**src/rtl/pc_sequencer.sv**
```systemverilog
// Program counter sequencer for the 8-bit single-cycle CPU: PC+4 / branch / jump update,
// memory-stall freeze with a held branch decision, and a saturating redirect counter.
module pc_sequencer #(
    parameter int unsigned PC_WIDTH    = 32,
    parameter int unsigned OFFSET_BITS = 8,
    parameter logic [PC_WIDTH-1:0] RESET_PC = '0,
    parameter int unsigned CNT_WIDTH   = 16
) (
    input  logic                   CLK,
    input  logic                   RESET,
    input  logic                   BUSYWAIT,
    input  logic                   JUMP,
    input  logic                   BRANCH_EQ,
    input  logic                   BRANCH_NE,
    input  logic                   ZERO,
    input  logic [OFFSET_BITS-1:0] OFFSET,
    output logic [PC_WIDTH-1:0]    PC,
    output logic                   STALLED,
    output logic                   REDIRECT,
    output logic [CNT_WIDTH-1:0]   BR_TAKEN_CNT
);

    typedef enum logic [0:0] {
        ST_RUN  = 1'b0,
        ST_HOLD = 1'b1
    } state_t;

    state_t                r_state;
    state_t                w_state_nxt;
    logic [PC_WIDTH-1:0]   r_pc;
    logic [PC_WIDTH-1:0]   w_pc_nxt;
    logic                  r_pend_valid;
    logic                  w_pend_valid_nxt;
    logic [PC_WIDTH-1:0]   r_pend_target;
    logic [PC_WIDTH-1:0]   w_pend_target_nxt;
    logic                  r_stalled;
    logic                  w_stalled_nxt;
    logic                  r_redirect;
    logic                  w_redirect_nxt;
    logic [CNT_WIDTH-1:0]  r_cnt;
    logic [CNT_WIDTH-1:0]  w_cnt_nxt;
    logic                  w_commit;

    logic                  w_take;
    logic [PC_WIDTH-1:0]   w_pc_plus4;
    logic [PC_WIDTH-1:0]   w_offset_ext;
    logic [PC_WIDTH-1:0]   w_target;

    // Decision and target arithmetic for the current instruction
    assign w_take       = JUMP | (BRANCH_EQ & ZERO) | (BRANCH_NE & ~ZERO);
    assign w_pc_plus4   = r_pc + PC_WIDTH'(4);
    assign w_offset_ext = {{(PC_WIDTH-OFFSET_BITS){OFFSET[OFFSET_BITS-1]}}, OFFSET};
    assign w_target     = w_pc_plus4 + (w_offset_ext << 2);

    always_ff @(posedge CLK or negedge RESET) begin
        if (!RESET) begin
            r_state       <= ST_RUN;
            r_pc          <= RESET_PC;
            r_pend_valid  <= 1'b0;
            r_pend_target <= '0;
            r_stalled     <= 1'b0;
            r_redirect    <= 1'b0;
            r_cnt         <= '0;
        end else begin
            r_state       <= w_state_nxt;
            r_pc          <= w_pc_nxt;
            r_pend_valid  <= w_pend_valid_nxt;
            r_pend_target <= w_pend_target_nxt;
            r_stalled     <= w_stalled_nxt;
            r_redirect    <= w_redirect_nxt;
            r_cnt         <= w_cnt_nxt;
        end
    end

    always_comb begin
        w_state_nxt       = r_state;
        w_pc_nxt          = r_pc;
        w_pend_valid_nxt  = r_pend_valid;
        w_pend_target_nxt = r_pend_target;
        w_stalled_nxt     = r_stalled;
        w_redirect_nxt    = 1'b0;
        w_commit          = 1'b0;

        case (r_state)
            ST_RUN: begin
                if (BUSYWAIT) begin
                    // Freeze the decision at stall entry; it commits when memory releases
                    w_pend_valid_nxt  = w_take;
                    w_pend_target_nxt = w_target;
                    w_stalled_nxt     = 1'b1;
                    w_state_nxt       = ST_HOLD;
                end else begin
                    w_pc_nxt       = w_take ? w_target : w_pc_plus4;
                    w_redirect_nxt = w_take;
                    w_commit       = w_take;
                end
            end
            ST_HOLD: begin
                if (!BUSYWAIT) begin
                    w_pc_nxt         = r_pend_valid ? r_pend_target : w_pc_plus4;
                    w_redirect_nxt   = r_pend_valid;
                    w_commit         = r_pend_valid;
                    w_pend_valid_nxt = 1'b0;
                    w_stalled_nxt    = 1'b0;
                    w_state_nxt      = ST_RUN;
                end
            end
            default: begin
                w_state_nxt = ST_RUN;
            end
        endcase

        w_cnt_nxt = (w_commit && (r_cnt != '1)) ? r_cnt + CNT_WIDTH'(1) : r_cnt;
    end

    assign PC           = r_pc;
    assign STALLED      = r_stalled;
    assign REDIRECT     = r_redirect;
    assign BR_TAKEN_CNT = r_cnt;

endmodule

```
**config.mk**
```make
export PLATFORM = sky130hd
export DESIGN_NAME = pc_sequencer
export DESIGN_NICKNAME = d
export VERILOG_FILES = /design/src/rtl/pc_sequencer.sv
export SDC_FILE = /design/constraint.sdc
export NUM_CORES = 1
export LEC_CHECK = 0
export ABC_AREA = 1
export BUFFER_PORTS_ARGS = -buffer_cell sky130_fd_sc_hd__buf_4
export CELL_PAD_IN_SITES_DETAIL_PLACEMENT = 0
export CELL_PAD_IN_SITES_GLOBAL_PLACEMENT = 1
export CORE_ASPECT_RATIO = 1.75
export CORE_MARGIN = 1
export CORE_UTILIZATION = 43
export DETAILED_ROUTE_END_ITERATION = 12
export PLACE_DENSITY = 0.92
export RECOVER_POWER = 50
export SLEW_MARGIN = 10
export SYNTH_ARGS = -nofsm -noshare
export SYNTH_HDL_FRONTEND = slang
export SYNTH_SLANG_ARGS = --single-unit
```
**constraint.sdc**
```tcl
create_clock -name CLK -period 3.7 [get_ports CLK]
set_clock_uncertainty 0.1 [all_clocks]
set_input_delay 0.37 -clock CLK [delete_from_list [all_inputs] [get_ports CLK]]
set_output_delay 0.37 -clock CLK [all_outputs]
set_load 0.03 [all_outputs]
```
==> results of run 1 <==
worst register-to-register path, delay by kind of cell (launching register included):
family,cells,cell delay (ns)
AND/OR/NAND/NOR,10,1.52
flip-flops,1,0.43
XOR/XNOR,1,0.27
buffers and inverters,3,0.32
AO/OA/AOI/OAI,1,0.14
adder cells (fa/ha/maj),2,0.53
layout by cell type (no fill, tap or decap), types with 5 or more instances in the layout:
| master | count |
|---|---|
| sky130_fd_sc_hd__nand3b_1 | 5 |
| sky130_fd_sc_hd__o21bai_1 | 11 |
| sky130_fd_sc_hd__or2_2 | 5 |
| sky130_fd_sc_hd__o21ai_0 | 52 |
| sky130_fd_sc_hd__a21oi_1 | 49 |
| sky130_fd_sc_hd__nor3_1 | 11 |
| sky130_fd_sc_hd__o211ai_1 | 7 |
| sky130_fd_sc_hd__nor2_2 | 7 |
| sky130_fd_sc_hd__nand3_1 | 82 |
| sky130_fd_sc_hd__clkbuf_16 | 9 |
| sky130_fd_sc_hd__xnor2_1 | 12 |
| sky130_fd_sc_hd__nor2_1 | 90 |
| sky130_fd_sc_hd__xor2_1 | 26 |
| sky130_fd_sc_hd__nand2_2 | 11 |
| sky130_fd_sc_hd__clkbuf_1 | 23 |
| sky130_fd_sc_hd__nor2_4 | 6 |
| sky130_fd_sc_hd__ha_1 | 40 |
| sky130_fd_sc_hd__inv_1 | 174 |
| sky130_fd_sc_hd__nand4_1 | 14 |
| sky130_fd_sc_hd__buf_4 | 58 |
| sky130_fd_sc_hd__dfrtp_1 | 84 |
| sky130_fd_sc_hd__nand2_1 | 333 |
metal layers:
metal | GRT usage (%) | part of all wire, % | wire (um)
met5 | 0 | 0 | 0
met4 | 27.9 | 10 | 2510
met3 | 2.97 | 4.2 | 1030
met2 | 55.9 | 52 | 12600
met1 | 28.9 | 34 | 8330
metrics by stage:
stage / std cells / total power [W] / setup slack, ns / area [sq um] / hold slack (ns)
floorplan: 1081 / 0.00429 / 0.815 / 7080 / -0.0256
global placement: 1331 / 0.00577 / 0.368 / 7850 / 0.362
detailed placement: 1331 / 0.00578 / 0.399 / 7850 / 0.371
CTS: 1347 / 0.00670 / 0.374 / 8140 / 0.0622
global route: 1347 / 0.00713 / 0.0929 / 8050 / 0.167
finish: 1347 / 0.00667 / 0.328 / 8050 / 0.144
registers in the layout, indices dropped and copies added (netlist names):
signal         count
BR_TAKEN_CNT      16
PC                32
REDIRECT           1
STALLED            1
r_pend_target     32
r_pend_valid       1
r_state            1
worst min path at each step:
stage	startpoint	endpoint	slack, ns
after floorplan	RESET	BR_TAKEN_CNT[0]	-0.03
after global placement	r_pend_target[5]	r_pend_target[5]	0.36
after detailed placement	r_pend_target[8]	r_pend_target[8]	0.37
after CTS	RESET	BR_TAKEN_CNT[0]	0.06
after global routing	BUSYWAIT	r_state	0.17
final	BUSYWAIT	r_state	0.14
cells in the mapped netlist, drive strengths merged (2+ instances only):
cell type and instances:
a22oi 2, o21ai 53, a31oi 3, xnor2 12
buf 7, or2 5, nand2 348, nor4 2
o211ai 7, a41oi 2, nand4 14, nand3b 6
a221oi 2, a21oi 52, dfrtp 84, inv 177
o21bai 11, xor2 27, and2 2, clkbuf 14
ha 40, nor3 15, nor2 104, nand3 85
cells by family (layout without fill, tap and decap cells):
| group | after synthesis | after routing | share of synthesized area (%) |
|---|---|---|---|
| simple gates | 582 | 582 | 36.3 |
| fa+ha+maj | 41 | 41 | 7.35 |
| buf+inv | 199 | 276 | 10.8 |
| compound gates | 136 | 136 | 10.9 |
| xor+xnor | 39 | 39 | 4.93 |
| flops | 84 | 84 | 29.7 |
cell type report:
type	count	share of cell area [%]
well taps	189	2.94
clock buffers	10	2.97
clock inverters	6	0.668
inverters	178	8.30
repair buffers	82	6.54
flip-flops and latches	84	26.1
multi-input cells	798	52.5
power groups by stage:
stage	Combinational (W)	Clock (W)	Sequential, W
2_1_floorplan	0.00241	0	0.00189
3_3_place_gp	0.00417	0	0.00160
3_5_place_dp	0.00417	0	0.00161
4_1_cts	0.00420	0.000906	0.00160
5_1_grt	0.00455	0.000941	0.00164
6_report	0.00416	0.000905	0.00160
==> results list, run 1 <==
- Arrival time at the worst endpoint: 3.55 ns
- Vias: 7379
- The initial antenna violation count came to 0.
- Synthesized cell area: 0.00708 sq mm
- The multi-input combinational cells in the finished layout cover a total of 0.00422 sq mm.
* Floorplan row count: 61
* DRT Pass-1 Iters: 7
- Top cell by count, worst path: sky130_fd_sc_hd__nand2_1
- Timing would allow up to 297 MHz.
- The internal portion of the total power is 0.00306 W.
- Number of diodes: 0
* Chip Width: 99.0 um
- Placer's final routability congestion estimate: 0.961
* Switching power of the nets: 0.00361 W
- Stages on the worst setup path: 17
- The area growth from synthesis to layout is 13.6%.
* Post-synth EDFFs: 0
- Routed wire length: 24500 um
- Crit path capture: PC[23]
* Pleak: 4.32 nW
- Highest-delay cell along the critical path: sky130_fd_sc_hd__dfrtp_1
- During placement, the flow inserted port buffers numbering 64.
* Post-route clock period utilization: 91.1%
- Clock tree from TritonCTS: done
- Post_cts resized: 0
- Of the post-synthesis cell area, the dominant cell type holds 29.7%.
- Cts bufs inserted: 9
- Area contributors post-synth: sky130_fd_sc_hd__dfrtp_1 30%, sky130_fd_sc_hd__nand2_1 18%, sky130_fd_sc_hd__inv_1 9.2%, sky130_fd_sc_hd__ha_1 7.1%, sky130_fd_sc_hd__nand3_1 5.8%
- Hold crit path type: in2reg
* Critical Setup Path Class: reg2reg
- Share of the core filled with cells: 50.2%
- Residual DRC count: 0
- First-pass GRT wire length: 38200 um
* RSZ-0062 raised after global routing: false
- Yosys warnings: 0
- After floorplanning, the core was sized to cover 0.0160 sq mm.
- At the pin with the least slew margin, the transition time is 1.65 ns.
* Top-level I/O count: 65
* Min Clock Period, post-route: 3.37 ns
- After synthesis, the share of flip-flops with an asynchronous set or reset is 100%.
- In the final routed layout, each cell accounts on average for 18.2 um.
- In this design, the stage delay of the slowest critical-path cell is 0.43 ns.
* Sequence of cells on the critical path: ha_1, inv_1, nor2_2, inv_1, nor2_1, xor2_1, inv_1, ha_1, nand2_1, nor2_1, and2_1, nand2_1, nand2_1, nand2_1, nand3b_1, nand3_1, a21oi_2
* Share of the yosys chip area belonging to registers: 29.7%
- Areal power density over the cells: 829 mW/mm^2
- The clock network is responsible for 13.6% of the overall power.
- Along the worst hold path, the cell count comes to 1.
- FF-to-FF Start: PC[3]
- The number of global-route vias before repair is 7339.
* Origin of the worst setup path: PC[3]
* Headroom to the max-slew limit: -9.69%
* Pin count of the biggest net entering global routing: 64
- Clock tree synthesis selected as its root buffer the cell sky130_fd_sc_hd__clkbuf_16.
* Setup slack of the most critical reg-to-reg path: 0.33 ns
- Across the VDD grid, the largest voltage drop is 0.000447 V.
* Total half-perimeter wirelength after legalization and detailed placement: 19700 um
- Setup violations remaining at the end of the flow were counted as 0.
* Distinct cells, synth: 47
- Together, buffers and inverters on the worst path number 3.
- The number of failing hold endpoints at the final stage was 0.
* Cell count after synthesis: 1081
* Setup Fix Bufs, Post-CTS: 0
* Antenna Nets Post-Route: 0
- The tree built by TritonCTS fans out to 84 sinks.
* Count of nets after finishing: 1209
- Crit path capture type: flop
* CTS hold repair buffers: 0
- Number of cells traversed by the worst register-to-register path: 17
* Initial Util: 44.2%
* Status: finished with violations
- Max Cap Viol: 1
- Combined global-route utilization of all metal layers: 30.1%
* Skew-Pair Late Insertion Delay: 0.35 ns
* Maximum fanout along the worst path: 5
- Iter 0 DRT Violations: 483
- From bottom edge to top edge, the die measures 172 um.
* Combinational cell fraction of total power: 62.4%
* Dominant delay contributor by cell family on the critical path: simple AND/OR/NAND/NOR gates
- Endpoint of the lowest-slack register-to-register path: PC[23]
- For the worst setup path, the data required time is 3.88 ns.
* Total Die Area: 0.0170 sq mm
- In this run, synthesis produced a sequential element count of 84.
* Synth Flop Type: sky130_fd_sc_hd__dfrtp_1
* Share of post-route cells with drive strength above 1: 10.7%
- After routing, the total negative slack on setup checks comes to 0 ns.
- Top cell type by total area after synthesis: sky130_fd_sc_hd__dfrtp_1
- After detailed routing, the number of vias per cell comes to 5.48.
* Sequential share of power: 24.0%
- Total congestion overflow after global routing: 0
- Each instance of the synthesized netlist takes up on average 6.55 sq um.
- In the final layout, flip-flops and latches occupy 0.00210 sq mm.
* Failing checks: capacitance limit, slew limit
- The max-slew violation count is 64.
* Number of fillers in the final layout: 1704
* Depth of the CTS H-tree: 3
* Critical path launch point type: flop
* Total nets after synthesis: 1137
- Switching power as a share of total power: 54.1%
- In this run the deepest clock path goes through 2 buffers.
- Clock-pin slew was measured on the worst setup and hold paths at 0.07 ns.
Note: power is estimated with default switching activity, not from simulation.
==> run 2: changes to the inputs <==
--- a/config.mk
+++ b/config.mk
@@ -7,7 +7,7 @@
 export LEC_CHECK = 0
 export ABC_AREA = 1
 export BUFFER_PORTS_ARGS = -buffer_cell sky130_fd_sc_hd__buf_4
-export CELL_PAD_IN_SITES_DETAIL_PLACEMENT = 0
+export CELL_PAD_IN_SITES_DETAIL_PLACEMENT = 1
 export CELL_PAD_IN_SITES_GLOBAL_PLACEMENT = 1
 export CORE_ASPECT_RATIO = 1.75
 export CORE_MARGIN = 1
==> run 2 against run 1 <==
  * Largest cell class unchanged
  * Clock power grew 23%
  * Design area grew 0.81%
  * Largest power group unchanged
  * Clock-buffer cell count is the same
  * Fmax shrank 3.9%
  * Worst setup slack lost 0.14 ns
  * The flow still finishes with violations (capacitance limit, slew limit)
  * Routed wire length grew 19%
  * Hold slack gained 0.021 ns
  * Flip-flop and latch count is the same
  * Sequential share of layout area shrank 0.21 points
  * Global-route usage grew 6.0 points
==> results list, run 2 (same netlist as run 1, synthesis figures left out) <==
- Status: finished with violations
- The checks that failed: capacitance limit, slew limit.
- The final weighted congestion in routability-driven placement was 0.961 (unchanged).
- The detailed-routing iteration count for the pre-antenna-repair pass came to 5 (-2).
- The die height was 172 um (unchanged).
- STA classifies the critical path endpoint as a flop.
- The number of buffers created by CTS is 9 (unchanged).
- Setup repair after global routing left no endpoint under its margin.
- Maximum fanout along the worst path: 5 (unchanged)
- Pleak: 4.35 nW (+0.73%)
- Arrival time at the worst endpoint: 3.69 ns (+0.14 ns)
- The standard cell area after detailed placement was 0.00785 sq mm (unchanged).
- The maximum number of pins on one net before global-route repair is 64 (unchanged).
- The clock latency at the later pin of the worst-skew pair is 0.36 ns (about the same).
* Highest-delay cell along the critical path: sky130_fd_sc_hd__dfrtp_1
* Chip Width: 99.0 um (unchanged)
- The count of pins on the block boundary came to 65 (unchanged).
* Number of antenna violations at the first check in global routing: 0 (unchanged)
- Iter 0 DRT Violations: 451 (-6.6%)
- The minimum hold slack was 0.165 ns (+0.0210 ns).
- Initial Util: 44.2% (unchanged)
- The global route total overflow came to 0 (unchanged).
- The tightest min-delay check is of the in2reg type.
- Dominant delay contributor by cell family on the critical path: simple AND/OR/NAND/NOR gates
- The max-slew violation count is 64 (unchanged).
- From synthesis to final layout, the design area changed by 14.5%.
- The number of max-cap violations is 1 (unchanged).
* Number of global-route vias before repair: 8735 (+19%)
- Clock-pin slew on the worst setup and hold paths: 0.07 ns (about the same)
* Commonest non-fill, non-tap cells in the layout: 333 x sky130_fd_sc_hd__nand2_1, 173 x sky130_fd_sc_hd__inv_1, 89 x sky130_fd_sc_hd__nor2_1, 84 x sky130_fd_sc_hd__dfrtp_1, 82 x sky130_fd_sc_hd__nand3_1
- Post-route clock period utilization: 94.8% (+3.7 points)
* Setup slack of the critical path after layout: 0.191 ns (-0.137 ns)
- Depth of the CTS H-tree: 3 (unchanged)
- Residual DRC count: 0 (unchanged)
* Share of post-route cells with drive strength above 1: 10.9% (+0.17 points)
- Min Clock Period, post-route: 3.51 ns (+0.137 ns)
* Number of diodes: 0 (unchanged)
* Mean routed wirelength per cell: 21.7 um (+19%)
- The relative max-transition margin came to -16.7% (-7.0 points).
* First-pass GRT wire length: 45900 um (+20%)
* Max VDD drop: 0.000452 V (+1.0%)
- Count of nets after finishing: 1209 (unchanged)
- The worst stage delay on the critical path came to 0.43 ns (about the same).
* Maximum buffer depth of the clock tree: 2 (unchanged)
* IO buf count: 64 (unchanged)
- Critical path launch point type: flop
* Number of fillers in the final layout: 2158 (+27%)
- Critical Setup Path Class: reg2reg
* Maximum frequency from static timing analysis: 285 MHz (-3.9%)
- Number of clock sinks: 84 (unchanged)
- Number of buffer and inverter stages on the critical path: 3 (unchanged)
- Std-Cell Core Area: 0.0160 sq mm (unchanged)
- Commonest non-fill, non-tap cell in the layout: sky130_fd_sc_hd__nand2_1
* Post-route cell area: 0.00811 sq mm (+0.81%)
* Antenna Nets Post-Route: 0 (unchanged)
- The overall power is 0.00714 W (+7.1%).
- DP Worst Slack: 0.260 ns (-0.139 ns)
- The required arrival time at the worst endpoint is 3.88 ns (about the same).
* Root buffer cell: sky130_fd_sc_hd__clkbuf_16
* Vias: 7809 (+5.8%)
- Final Hold Vio Count: 0 (unchanged)
- The HPWL after detailed placement came to 22400 um (+14%).
* Clock tree from TritonCTS: done
* Top cell by count, worst path: sky130_fd_sc_hd__nand2_1
- The final setup violation count was 0 (unchanged).
- Post-detailed-route via-to-cell ratio: 5.80 (+5.8%)
- The quantity of hold-fixing buffers added after cts was 0 (unchanged).
* Final total negative setup slack: 0 ns (unchanged)
* Routed wire length: 29300 um (+19%)
* Combined global-route utilization of all metal layers: 36.1% (+6.0 points)
- The power per cell area came to 880 mW/mm^2 (+6.2%).
- The critical path goes through ha_1, inv_1, nor2_2, inv_1, nor2_2, xor2_1, inv_1, ha_1, nand2_1, nor2_1, and2_1, nand2_1, nand2_1, nand2_1, nand3b_1, nand3_1, a21oi_2.
- Floorplan row count: 61 (unchanged)
- Worst Max-Slew Pin Slew: 1.75 ns (+0.105 ns)
- Total Die Area: 0.0170 sq mm (unchanged)
==> run 2: where the power goes <==
group | switching [W] | total, W | internal [W] | leakage, nW
registers | 0.000377 | 0.00164 | 0.00126 | 1.01
clock network | 0.000425 | 0.00111 | 0.000686 | 0.174
logic | 0.00307 | 0.00439 | 0.00132 | 3.16
total | 0.00387 | 0.00714 | 0.00327 | 4.35
==> run 2: layout make-up <==
cell class	instances	area [sq um]	area share [%]
multi-input combinational	798	4230	52.1
sequential	84	2100	25.9
inverter	178	668	8.23
timing repair buffer	82	527	6.49
clock buffer	10	239	2.95
tap	189	236	2.91
clock inverter	6	116	1.43
==> run 2: worst paths after layout <==
check	startpoint	end	slack, ns	cells past startpoint
max in group asynchronous	RESET	PC[13]	1.14	2
min reg2reg	r_pend_target[31]	r_pend_target[31]	0.39	2
min	BUSYWAIT	r_state	0.17	1
min in group asynchronous	RESET	BR_TAKEN_CNT[0]	0.36	1
max reg2reg	PC[3]	PC[23]	0.19	17
max	PC[3]	PC[23]	0.19	17
==> run 2: what timing repair did <==
action | 4_1_cts | 5_1_grt
endpoints found under the hold margin | 0 | 0
setup endpoints to repair | 0 | 6
resized for setup | 0 | 1
setup buffers | 0 | 0
==> run 2: through the flow <==
step | std cells | utilization, %
after floorplan | 1081 | -
after global placement | 1331 | 48.9
after detailed placement | 1331 | 48.9
after CTS | 1347 | 51.2
after global routing | 1347 | 50.6
final | 1347 | 50.6
==> run 2: per-layer routing <==
metal	track usage, %	up-vias	part of all wire [%]
met1	32.8	3809	33
met4	36.0	0	11
met5	0	-	0
met2	67.3	286	53
met3	4.67	158	4.0
li1	-	3556	-
==> run 3: changes to the inputs <==
--- a/config.mk
+++ b/config.mk
@@ -6,15 +6,15 @@
 export NUM_CORES = 1
 export LEC_CHECK = 0
 export ABC_AREA = 1
-export BUFFER_PORTS_ARGS = -buffer_cell sky130_fd_sc_hd__buf_4
 export CELL_PAD_IN_SITES_DETAIL_PLACEMENT = 1
 export CELL_PAD_IN_SITES_GLOBAL_PLACEMENT = 1
 export CORE_ASPECT_RATIO = 1.75
 export CORE_MARGIN = 1
-export CORE_UTILIZATION = 43
+export CORE_UTILIZATION = 46
 export DETAILED_ROUTE_END_ITERATION = 12
+export DONT_BUFFER_PORTS = 1
 export PLACE_DENSITY = 0.92
-export RECOVER_POWER = 50
+export RECOVER_POWER = 25
 export SLEW_MARGIN = 10
 export SYNTH_ARGS = -nofsm -noshare
 export SYNTH_HDL_FRONTEND = slang
==> run 3 against run 2 <==
  * The run still ends with capacitance limit, slew limit left
  * Via count up 3.1%
  * Clock power about the same
  * Sequential power increased by 9.8%
  * Clock-buffer cell count unchanged
  * Fmax down 4.7%
  * Sequential share of layout area is 0.63 points higher
  * First-iteration DRC count grew 33%
  * Global-route usage increased by 5.7 points
  * Worst setup slack worse by 0.17 ns
  * Flip-flop and latch count unchanged
  * Hold slack improved by 0.059 ns
  * Critical endpoint is now PC[25]
==> results list, run 3 (same netlist as run 1, synthesis figures left out) <==
- Placed Cells incl. Taps: 1278 (-4.0%)
* Fin cells: 1299 (-3.6%)
- Commonest non-fill, non-tap cells in the layout: 333 x sky130_fd_sc_hd__nand2_1, 173 x sky130_fd_sc_hd__inv_1, 89 x sky130_fd_sc_hd__nor2_1, 83 x sky130_fd_sc_hd__dfrtp_1, 82 x sky130_fd_sc_hd__nand3_1
- The max-slew violation count was 85 (+33%).
- The port buffer count is 0 (-100%).
- The number of max-cap violations came to 1 (unchanged).
- The maximum number of pins on one net before global-route repair was 85 (+33%).
* Part of the total power dissipated in the clock network: 14.7% (-0.9 points)
* Height of the chip: 166 um (-3.3%)
- The share of the cycle needed by the critical path after routing came to 99.5% (+4.7 points).
- The final weighted congestion in routability-driven placement came to 0.981 (+2.1%).
- The relative max-transition margin was -51.6% (-35 points).
* Combined global-route utilization of all metal layers: 41.8% (+5.7 points)
- The initial core utilization was 47.3% (+3.1 points).
- The number of H-tree branching levels was 3 (unchanged).
- Data required time of the worst path: 3.86 ns (-0.02 ns)
- The most critical setup path has its endpoint at PC[25].
* Count of nets after finishing: 1167 (-3.5%)
* Sequential share of power: 24.6% (+1.6 points)
* Status: finished with violations
- The average wire per cell in the routed design is 24.7 um (+14%).
* Final count of negative-setup-slack endpoints: 0 (unchanged)
* Clock-pin slew on the worst setup and hold paths: 0.08 ns (about the same)
- Maximum buffer depth of the clock tree: 2 (unchanged)
* Total Die Area: 0.0159 sq mm (-6.4%)
- Setup slack of the critical path after layout: 0.0169 ns (-0.174 ns)
- Leaving out fill and tap cells, the most frequent cell in the layout is sky130_fd_sc_hd__nand2_1.
* Number of diodes: 0 (unchanged)
- The worst setup path is of the reg2reg kind.
* Antenna Nets Post-Route: 0 (unchanged)
- The power per cell area is 922 mW/mm^2 (+4.8%).
- Total half-perimeter wirelength after legalization and detailed placement: 21500 um (-3.9%)
- Setup slack of the most critical reg-to-reg path: 0.02 ns (-0.17 ns)
* Number of clock sinks: 84 (unchanged)
- The final period demand of the worst path was 3.68 ns (+0.174 ns).
- The leakage power summed over all cells is 4.24 nW (-2.6%).
* Share of post-route cells with drive strength above 1: 10.2% (-0.67 points)
* FF-to-FF Start: PC[2]
- Number of antenna violations at the first check in global routing: 1 (+1)
* DP Worst Slack: 0.305 ns (+0.0448 ns)
* Final Hold Vio Count: 0 (unchanged)
- Residual DRC count: 0 (unchanged)
- Crit path capture type: flop
- The number of fill cells in the layout came to 2033 (-5.8%).
- The cell-internal power is 0.00315 W (-3.6%).
- Maximum fanout along the worst path: 3 (-2)
* Vias: 8050 (+3.1%)
- The worst hold path belongs to the class in2reg.
- Area delta synth->final: 11.9%
- Skew-Pair Late Insertion Delay: 0.36 ns (about the same)
* Max VDD drop: 0.000515 V (+14%)
- Total congestion overflow after global routing: 0 (unchanged)
- Top-level I/O count: 65 (unchanged)
- Number of global-route vias before repair: 8792 (+0.65%)
- Switching power as a share of total power: 56.9% (+2.7 points)
- The global-route wire length before repair is 48600 um (+5.9%).
- Post-route cell area: 0.00793 sq mm (-2.3%)
* Endpoint of the lowest-slack register-to-register path: PC[25]
- Standard cell area after detailed placement: 0.00750 sq mm (-4.4%)
* DRT Pass-1 Iters: 7 (+2)
* Iter 0 DRT Violations: 601 (+33%)
- The combinational group share of total power is 60.6% (-0.9 points).
* Maximum frequency from static timing analysis: 272 MHz (-4.7%)
- Worst Max-Slew Pin Slew: 2.27 ns (+0.524 ns)
- The standard cell core area came to 0.0150 sq mm (-6.5%).
- Clock tree from TritonCTS: done
- Post-detailed-route via-to-cell ratio: 6.20 (+6.9%)
- Number of cells traversed by the worst register-to-register path: 17 (unchanged)
- Critical path launch point type: flop
- Clock tree synthesis selected as its root buffer the cell sky130_fd_sc_hd__clkbuf_16.
* Routed wire length: 32100 um (+9.8%)
- The number of buffers created by CTS was 9 (unchanged).
* RSZ-0062 raised after global routing: true
- Arrival time at the worst endpoint: 3.84 ns (+0.15 ns)
- The net switching power figure came to 0.00416 W (+7.4%).
* Failing checks: capacitance limit, slew limit
- The count of standard-cell rows was 59 (-3.3%).
- Origin of the worst setup path: PC[2]
- Chip Width: 95.8 um (-3.2%)
* Final total negative setup slack: 0 ns (unchanged)
## run 3: changes by cell type in the layout (fill, tap and decap cells not counted), moves of 2 or more
cell                            before  now
sky130_fd_sc_hd__dlygate4sd3_1       0    2
sky130_fd_sc_hd__buf_4              58   36
sky130_fd_sc_hd__a21oi_2             3    7
sky130_fd_sc_hd__a21oi_1            49   45
sky130_fd_sc_hd__clkbuf_1           23    0
## run 3: final cells by class
| type | count | area [sq um] | area share [%] |
|---|---|---|---|
| Clock buffer | 10 | 239 | 3.01 |
| Sequential cell | 84 | 2100 | 26.5 |
| Clock inverter | 6 | 93.8 | 1.18 |
| Multi-Input combinational cell | 798 | 4280 | 54.0 |
| Tap cell | 183 | 229 | 2.89 |
| Timing Repair Buffer | 40 | 315 | 3.98 |
| Inverter | 178 | 668 | 8.43 |
## run 3: worst min-delay path by stage
| stage | start | end | cells past startpoint |
|---|---|---|---|
| 2_1_floorplan | RESET | BR_TAKEN_CNT[0] | 0 |
| 3_3_place_gp | RESET | BR_TAKEN_CNT[0] | 0 |
| 3_5_place_dp | RESET | BR_TAKEN_CNT[0] | 0 |
| 4_1_cts | BUSYWAIT | STALLED | 2 |
| 5_1_grt | BUSYWAIT | STALLED | 2 |
| 6_report | BUSYWAIT | STALLED | 2 |
## run 3: critical path, stage by stage, from the launching register on
cell and delay [ns]:
sky130_fd_sc_hd__dfrtp_1 0.43, sky130_fd_sc_hd__ha_1 0.23, sky130_fd_sc_hd__inv_1 0.08, sky130_fd_sc_hd__nor2_2 0.23, sky130_fd_sc_hd__inv_1 0.15, sky130_fd_sc_hd__nor3_4 0.24, sky130_fd_sc_hd__nand3_1 0.23, sky130_fd_sc_hd__nand2_1 0.14
sky130_fd_sc_hd__nand2_1 0.11, sky130_fd_sc_hd__inv_1 0.19, sky130_fd_sc_hd__ha_1 0.29, sky130_fd_sc_hd__a21oi_1 0.23, sky130_fd_sc_hd__o21bai_1 0.14, sky130_fd_sc_hd__a21oi_2 0.15, sky130_fd_sc_hd__nand3_1 0.10, sky130_fd_sc_hd__nand2_1 0.15
sky130_fd_sc_hd__nand3_1 0.12, sky130_fd_sc_hd__a21oi_2 0.26
## run 3: power by group through the flow
| stage | combinational [W] | sequential (W) | clock, W |
|---|---|---|---|
| floorplan | 0.00241 | 0.00189 | 0 |
| global route | 0.00473 | 0.00182 | 0.00109 |
| global placement | 0.00386 | 0.00172 | 0 |
| finish | 0.00443 | 0.00180 | 0.00108 |
| CTS | 0.00419 | 0.00177 | 0.00106 |
| detailed placement | 0.00400 | 0.00175 | 0 |
## run 3: what timing repair did
item	in CTS	in global routing
setup buffers	0	2
hold buffers	3	0
resized for setup	0	12
setup endpoints to repair	0	28
hold endpoints to repair	86	0
## run 3: stage by stage
step / hold slack [ns] / util (%) / total power (W)
2_1_floorplan: -0.0256 / - / 0.00429
3_3_place_gp: -0.0242 / 50.0 / 0.00558
6_report: 0.224 / 52.9 / 0.00731
5_1_grt: 0.247 / 52.9 / 0.00763
3_5_place_dp: -0.0245 / 50.0 / 0.00575
4_1_cts: 0.202 / 52.6 / 0.00702
## run 3: routing by layer
metal	up-vias	wire length [um]	GRT usage, %
met3	240	2010	10.3
li1	3473	-	-
met1	3845	9920	38.3
met5	-	13	0
met2	490	16200	69.7
met4	2	4010	44.4
